<file path="config.mk">
export PLATFORM = sky130hd
export DESIGN_NAME = mem_access_ctrl
export DESIGN_NICKNAME = d
export VERILOG_FILES = /design/src/rtl/mem_access_ctrl.sv
export SDC_FILE = /design/constraint.sdc
export NUM_CORES = 1
export LEC_CHECK = 0
export CAP_MARGIN = 20
export CELL_PAD_IN_SITES_DETAIL_PLACEMENT = 1
export CELL_PAD_IN_SITES_GLOBAL_PLACEMENT = 2
export CORE_AREA = 8 8 125 127
export CTS_CLUSTER_DIAMETER = 60
export DETAILED_ROUTE_END_ITERATION = 12
export DIE_AREA = 0 0 133 135
export DONT_BUFFER_PORTS = 1
export GPL_ROUTABILITY_DRIVEN = 0
export PLACE_DENSITY_LB_ADDON = 0.1
export SETUP_SLACK_MARGIN = 0.1
export SLEW_MARGIN = 20
export SYNTH_ARGS = -nofsm -noshare
export SYNTH_HDL_FRONTEND = slang
export SYNTH_SLANG_ARGS = --single-unit
</file>
<file path="constraint.sdc">
create_clock -name CLK -period 2.4 [get_ports CLK]
set_clock_uncertainty 0.15 [all_clocks]
set_input_delay 0.48 -clock CLK [delete_from_list [all_inputs] [get_ports CLK]]
set_output_delay 0.48 -clock CLK [all_outputs]
set_load 0.02 [all_outputs]
</file>
<file path="src/rtl/mem_access_ctrl.sv">
// rtl/mem_access_ctrl.sv - datapath-to-byte-RAM access stage with big-endian split and load extension
//
// Splits byte/halfword/word requests into serial byte accesses on a byte-wide
// synchronous RAM. Stores are sent MSB first at the base address. Loads are
// assembled MSB first and then zero- or sign-extended.
//
// Ports
//   CLK, RST_N            clock (rising edge), asynchronous active-low reset
//   MOV, RW, MS           request strobe (level, held until MOC), 1=read, size/sign
//   ADDR, DATA_IN         byte address (low ADDR_W bits used), store data
//   DATA_OUT              registered load result
//   MOC, ERR              operation complete, misaligned/reserved-size flag
//   BYTE_ADDR/WDATA/WE/RE RAM byte access, one byte per cycle
//   BYTE_RDATA            RAM read byte, valid the cycle after BYTE_RE
module mem_access_ctrl #(
    parameter int ADDR_W = 8
) (
    input  logic              CLK,
    input  logic              RST_N,
    input  logic              MOV,
    input  logic              RW,
    input  logic [2:0]        MS,
    input  logic [31:0]       ADDR,
    input  logic [31:0]       DATA_IN,
    output logic [31:0]       DATA_OUT,
    output logic              MOC,
    output logic              ERR,
    output logic [ADDR_W-1:0] BYTE_ADDR,
    output logic [7:0]        BYTE_WDATA,
    output logic              BYTE_WE,
    output logic              BYTE_RE,
    input  logic [7:0]        BYTE_RDATA
);

    typedef enum logic [1:0] {
        IDLE  = 2'd0,
        XFER  = 2'd1,
        RLAST = 2'd2,
        ACK   = 2'd3
    } state_t;

    state_t            state, state_n;
    logic              rw_q;
    logic              sext_q;
    logic [1:0]        last_q;     // index of the final byte: N-1
    logic [1:0]        k_q;        // byte index within the transfer
    logic [ADDR_W-1:0] base_q;
    logic [31:0]       wdata_q;
    logic [23:0]       acc_q;      // earlier read bytes, most recent in the low byte
    logic              err_q;
    logic [31:0]       dout_q;

    logic              bad;
    logic [1:0]        last_d;
    logic [1:0]        widx;
    logic [31:0]       wshift;
    logic [31:0]       full;
    logic [31:0]       ext;
    logic              unused_addr_bits;

    assign unused_addr_bits = ^ADDR[31:ADDR_W];

    // Reserved size, or halfword/word not naturally aligned.
    always_comb begin
        bad = 1'b0;
        case (MS[1:0])
            2'b01:   bad = ADDR[0];
            2'b10:   bad = (ADDR[1:0] != 2'b00);
            2'b11:   bad = 1'b1;
            default: bad = 1'b0;
        endcase
    end

    always_comb begin
        case (MS[1:0])
            2'b00:   last_d = 2'd0;
            2'b01:   last_d = 2'd1;
            default: last_d = 2'd3;
        endcase
    end

    // Byte k of the transfer carries byte (N-1-k) of the store data.
    assign widx   = last_q - k_q;
    assign wshift = wdata_q >> {widx, 3'b000};

    // Final read byte arrives in RLAST; combine it with the accumulator.
    assign full = {acc_q, BYTE_RDATA};

    always_comb begin
        case (last_q)
            2'd0:    ext = {{24{sext_q & full[7]}},  full[7:0]};
            2'd1:    ext = {{16{sext_q & full[15]}}, full[15:0]};
            default: ext = full;
        endcase
    end

    always_ff @(posedge CLK or negedge RST_N) begin
        if (!RST_N) begin
            state <= IDLE;
        end else begin
            state <= state_n;
        end
    end

    always_comb begin
        state_n    = state;
        MOC        = 1'b0;
        BYTE_WE    = 1'b0;
        BYTE_RE    = 1'b0;
        BYTE_ADDR  = '0;
        BYTE_WDATA = 8'h00;
        case (state)
            IDLE: begin
                if (MOV) begin
                    state_n = bad ? ACK : XFER;
                end
            end
            XFER: begin
                BYTE_ADDR = base_q + ADDR_W'(k_q);
                if (rw_q) begin
                    BYTE_RE = 1'b1;
                end else begin
                    BYTE_WE    = 1'b1;
                    BYTE_WDATA = wshift[7:0];
                end
                if (k_q == last_q) begin
                    state_n = rw_q ? RLAST : ACK;
                end
            end
            RLAST: begin
                state_n = ACK;
            end
            ACK: begin
                MOC = 1'b1;
                if (!MOV) begin
                    state_n = IDLE;
                end
            end
            default: state_n = IDLE;
        endcase
    end

    always_ff @(posedge CLK or negedge RST_N) begin
        if (!RST_N) begin
            rw_q    <= 1'b0;
            sext_q  <= 1'b0;
            last_q  <= 2'd0;
            k_q     <= 2'd0;
            base_q  <= '0;
            wdata_q <= 32'h0;
            acc_q   <= 24'h0;
            err_q   <= 1'b0;
            dout_q  <= 32'h0;
        end else begin
            case (state)
                IDLE: begin
                    if (MOV) begin
                        rw_q    <= RW;
                        sext_q  <= MS[2];
                        last_q  <= last_d;
                        k_q     <= 2'd0;
                        base_q  <= ADDR[ADDR_W-1:0];
                        wdata_q <= DATA_IN;
                        acc_q   <= 24'h0;
                        err_q   <= bad;
                    end
                end
                XFER: begin
                    k_q <= k_q + 2'd1;
                    // Data for the strobe issued in the previous XFER cycle.
                    if (rw_q && (k_q != 2'd0)) begin
                        acc_q <= {acc_q[15:0], BYTE_RDATA};
                    end
                end
                RLAST: begin
                    dout_q <= ext;
                end
                ACK: begin
                    if (!MOV) begin
                        err_q <= 1'b0;
                    end
                end
                default: ;
            endcase
        end
    end

    assign ERR      = err_q;
    assign DATA_OUT = dout_q;

endmodule

</file>
; ---- After elaboration in Yosys (flattened, before gate mapping)
; Index checks and enable logic that the tools add are counted.
; W data, S select, Z words.
[word_totals]
inputBits = 79
output_inout_bits = 52
wordCells = 66
reg_bits = 105
[op_classes]
n_shift = 1
eq_ne = 12
n_mux = 25
n_reduce_logical = 13
bitwise = 2
n_addsub = 3
[ops]
columns = cell, count
row1 = $pmux W32 S2, 1
row2 = $mux W24, 2
row3 = $pmux W24 S2, 1
row4 = $shr A32 B5 Y8, 1
row5 = $mux W8, 3
row6 = $mux W2, 5
row7 = $reduce_and A3 Y1, 3
row8 = $add A8 B2 Y8, 1
row9 = $eq A2 B2 Y1 const B, 4
row10 = $mux W1, 8
row11 = $ne A2 B2 Y1 const B, 4
row12 = $pmux W2 S2, 2
row13 = $pmux W2 S4, 1
row14 = $reduce_bool A2 Y1, 4
row15 = $eq A2 B1 Y1 const B, 3
row16 = $logic_not A2 Y1, 3
row17 = $reduce_and A2 Y1, 2
row18 = $pmux W1 S3, 1
row19 = $add A2 B1 Y2 const B, 1
row20 = $and A1 B1 Y1, 2
row21 = $eq A2 B2 Y1, 1
row22 = $pmux W1 S2, 1
row23 = $sub A2 B2 Y2, 1
row24 = $logic_and A1 B1 Y1, 1

; ---- Depth between registers and ports, before layout
[logic_depth]
ltp_word = 5
depth_mapped = 8
depth_no_buf = 6

; ---- Least setup slack after synthesis
; Ideal clock, no wire load.
[synth_timing]
path_kind = reg-to-output
startpoint = register last_q[0]
endpoint = output port BYTE_WDATA[0]
t_arrival_ns = 2.096
setup_slack_ns = -0.326
path_stages_with_launch = 7
required_ns = 1.770
n_path_buf = 1
path_cell_list = dfrtp_1 > clkbuf_1 > inv_1 > ha_1 > xnor2_4 > mux4_2 > and2_1
[synth_via]
elab_chain_cells = 4
[synth_lines]
columns = element, line_no
row1 = from (decl), 45  ; logic [1:0] last_q;
row2 = from (signal assigned), 160  ; last_q <= last_d;
row3 = $sub A2 B2 Y2, 83  ; assign widx = last_q - k_q;
row4 = $shr A32 B5 Y8, 84  ; assign wshift = wdata_q >> {widx, 3'b000};
row5 = $mux W8, 120  ; if (rw_q) begin
row6 = $mux W8, 112  ; case (state)
row7 = to (decl), 29  ; output logic [7:0] BYTE_WDATA,
; Every way passes these cells.

; ---- Worst setup path after layout
[layout_timing]
startpoint = register k_q[0]
endpoint = output port BYTE_WDATA[0]
[layout_via]
elab_chain_cells = 4
[layout_lines]
columns = element, line_no
row1 = from (decl), 46  ; logic [1:0] k_q;
row2 = from (signal assigned), 169  ; k_q <= k_q + 2'd1;
row3 = $sub A2 B2 Y2, 83
row4 = $shr A32 B5 Y8, 84
row5 = $mux W8, 120
row6 = $mux W8, 112
; Every way passes these cells.

==> impl_metrics.ini <==
[status]
status = finished with violations
violations = hold timing, setup timing

[routing]
drc = 0
drt_iter0_markers = 145
vias_per_cell = 5.003
ant_nets = 0
num_vias = 3067
wl_um = 11940
dr.pass1.iters = 4
wire_per_inst_um = 19.48

[logic_synthesis]
synth_fp_nets = 517
synth_common_cells = dfrtp_1 (105), nand2_1 (70), mux2_2 (52)
synth.area.top_cells = dfrtp_1 (55%), mux2_2 (12%), nand2_1 (5.5%)
synth_edf_count = 0
yosysSeqAreaShare_pct = 54.86
ys_ff_latch = 105
synth_area_mm2 = 0.004790
ys_types = 36
ys_warn_count = 0
async_reset_ff_share_pct = 100.0
yosysTopAreaCell = dfrtp_1
syn_avg_cell_area_um2 = 11.19
synth_most_common_cell = dfrtp_1
yosysTopAreaCellShare_pct = 54.86
synth_flop_cell = dfrtp_1
synthCells = 428

[clocking]
cts_max_level = 3
cts_made_buffers = 9
cts_tree = done
cts.sinks = 105
cts_buffer_depth = 2
path_clk_slew_ns = 0.07
worstSkewPairLatency_ns = 0.34
clock-root-buffer = clkbuf_16

[cells_and_area]
fin_area_mm2 = 0.005525
fillers = 1494
seq_area_mm2 = 0.002631
layout.nets = 518
multi_input_area_mm2 = 0.002171
utilization_pct = 40.59
final_layout_size_suffix_gt1_share_pct = 29.56
num_antenna_cells = 0
syn_to_final_growth_pct = 15.36

[placement]
place_area_mm2 = 0.005077
port_buffers = 0
hpwl_um = 8101
place_ws_ns = 0.05094

[pwr]
power.density_mw_per_mm2 = 1612
p_leak_nw = 2.328
ir_worst_vdd_v = 0.0004851

[sta]
setup_viol = 12
worst_pin_slew_ns = 0.7636
max_clock_freq_ghz = 0.3741
layout_min_cycle_time_ns = 2.673
hold_slack_ns = -0.3225
period_share_pct = 111.4
slew_headroom_pct = 49.09
finalHoldViolCount = 105
final.setup.worst_slack_ns = -0.2728
rsz0062_at_grt = yes
slew_violations = 0

[global_route]
grt_pass1_wl_um = 19090
grt_max_degree = 106
grt.overflow.total = 0
grt_pass1_vias = 3425
grt_usage_pct = 13.66
antenna_found_initial = 0

[worst_setup_path]
cp-start-kind = flip-flop
criticalPathCategory = flip-flop to output pin
setup.worst_path.end_class = output pin
cp_max_fo = 8
cp.required_ns = 1.77
worstPathArrival_ns = 2.04

[floorplanning]
chipWidth_um = 133
rows = 43
coreArea_mm2 = 0.01361
dieHeight_um = 135
dieArea_mm2 = 0.01796
initial_utilization_pct = 35.19
io_pins = 131

[job]
max_cap_violations = 0

[hold_path]
min_path_type = input port to asynchronous set/reset pin
[flip-flops by register name, indices dropped and copies added, names as in the netlist]
signal    flops
rw_q          1
base_q        8
k_q           2
ERR           1
DATA_OUT     32
state         2
acc_q        24
sext_q        1
wdata_q      32
last_q        2
[area by class of cell]
cell class              instances  share of cell area (%)
well taps                     180                   4.076
inverters                      10                  0.7246
clock inverters                 3                  0.7246
clock buffers                  12                   4.642
flip-flops and latches        105                   47.62
repair buffers                 14                   2.785
multi-input cells             288                   39.29
repair inverters                1                  0.1359
[through the flow]
stage	hold slack (ns)	power, mW	TNS (ns)	std cells
2_1_floorplan	0.03441	6.182	-0.1175	428
3_3_place_gp	0.03728	7.075	0	595
3_5_place_dp	0.03751	7.212	0	595
4_1_cts	-0.3425	8.976	-3.365	612
5_1_grt	-0.3417	9.551	-3.115	613
6_report	-0.3225	8.905	-2.161	613
[power breakdown]
part / leakage (nW) / total (mW) / switching (mW) / internal (mW)
clock network: 0.148 / 1.51 / 0.649 / 0.858
registers: 1.29 / 3.63 / 1.02 / 2.61
logic: 0.890 / 3.77 / 1.86 / 1.91
[per-layer routing]
layer / track usage [%] / part of all wire (%) / vias up
li1: - / - / 1441
met1: 16.26 / 44 / 1561
met2: 22.45 / 49 / 55
met3: 4.160 / 5.6 / 10
met4: 5.868 / 1.6 / 0
met5: 0 / 0 / -
[placed cells by master, fill, tap and decap left out, types with 3 or more instances in the layout]
cell         n
and2_4      15
nand2_1     69
a21oi_1     27
ha_4         4
mux4_2       8
dfrtp_1    102
buf_4        9
clkbuf_16    9
ha_1         5
mux2_2      52
buf_12       3
inv_1        8
nor2_1      34
o21ai_0     26
xnor2_1      3
dfrtp_2      3
o21a_1       9
[final timing paths]
kind | from | end | slack [ns] | cells after the start
max | k_q[0] | BYTE_WDATA[0] | -0.27 | 5
min | RST_N | base_q[4] | -0.32 | 0
max reg2reg | state[0] | state[0] | 0.19 | 6
min reg2reg | acc_q[21] | acc_q[21] | 0.34 | 2
max in group asynchronous | RST_N | wdata_q[15] | 2.26 | 0
min in group CLK | BYTE_RDATA[3] | acc_q[3] | 0.12 | 2
[kinds of logic (layout without fill, tap and decap cells)]
kind of cell / Yosys count / count (layout) / share of synthesized area, %
and+or+nand+nor: 137 / 137 / 12.46
DFF: 105 / 105 / 54.86
AOI/OAI and AO/OA: 71 / 71 / 8.307
muxes: 62 / 62 / 16.41
buffers and inverters: 35 / 40 / 2.952
adders and majority gates: 10 / 10 / 2.769
xor gates and xnor gates: 8 / 8 / 2.247
[worst max-delay path, stage by stage (launching register included)]
cell     delay, ns
dfrtp_2       0.47
ha_4          0.20
xnor2_4       0.17
buf_12        0.16
mux4_2        0.50
and2_4        0.18
[timing repair]
action	4_1_cts	5_1_grt
endpoints found under the hold margin	105	105
gates cloned	0	1
pin swaps	4	12
setup buffers	2	1
setup endpoints to repair	18	19
resized for setup	29	11
Note: power is estimated with default switching activity, not from simulation.
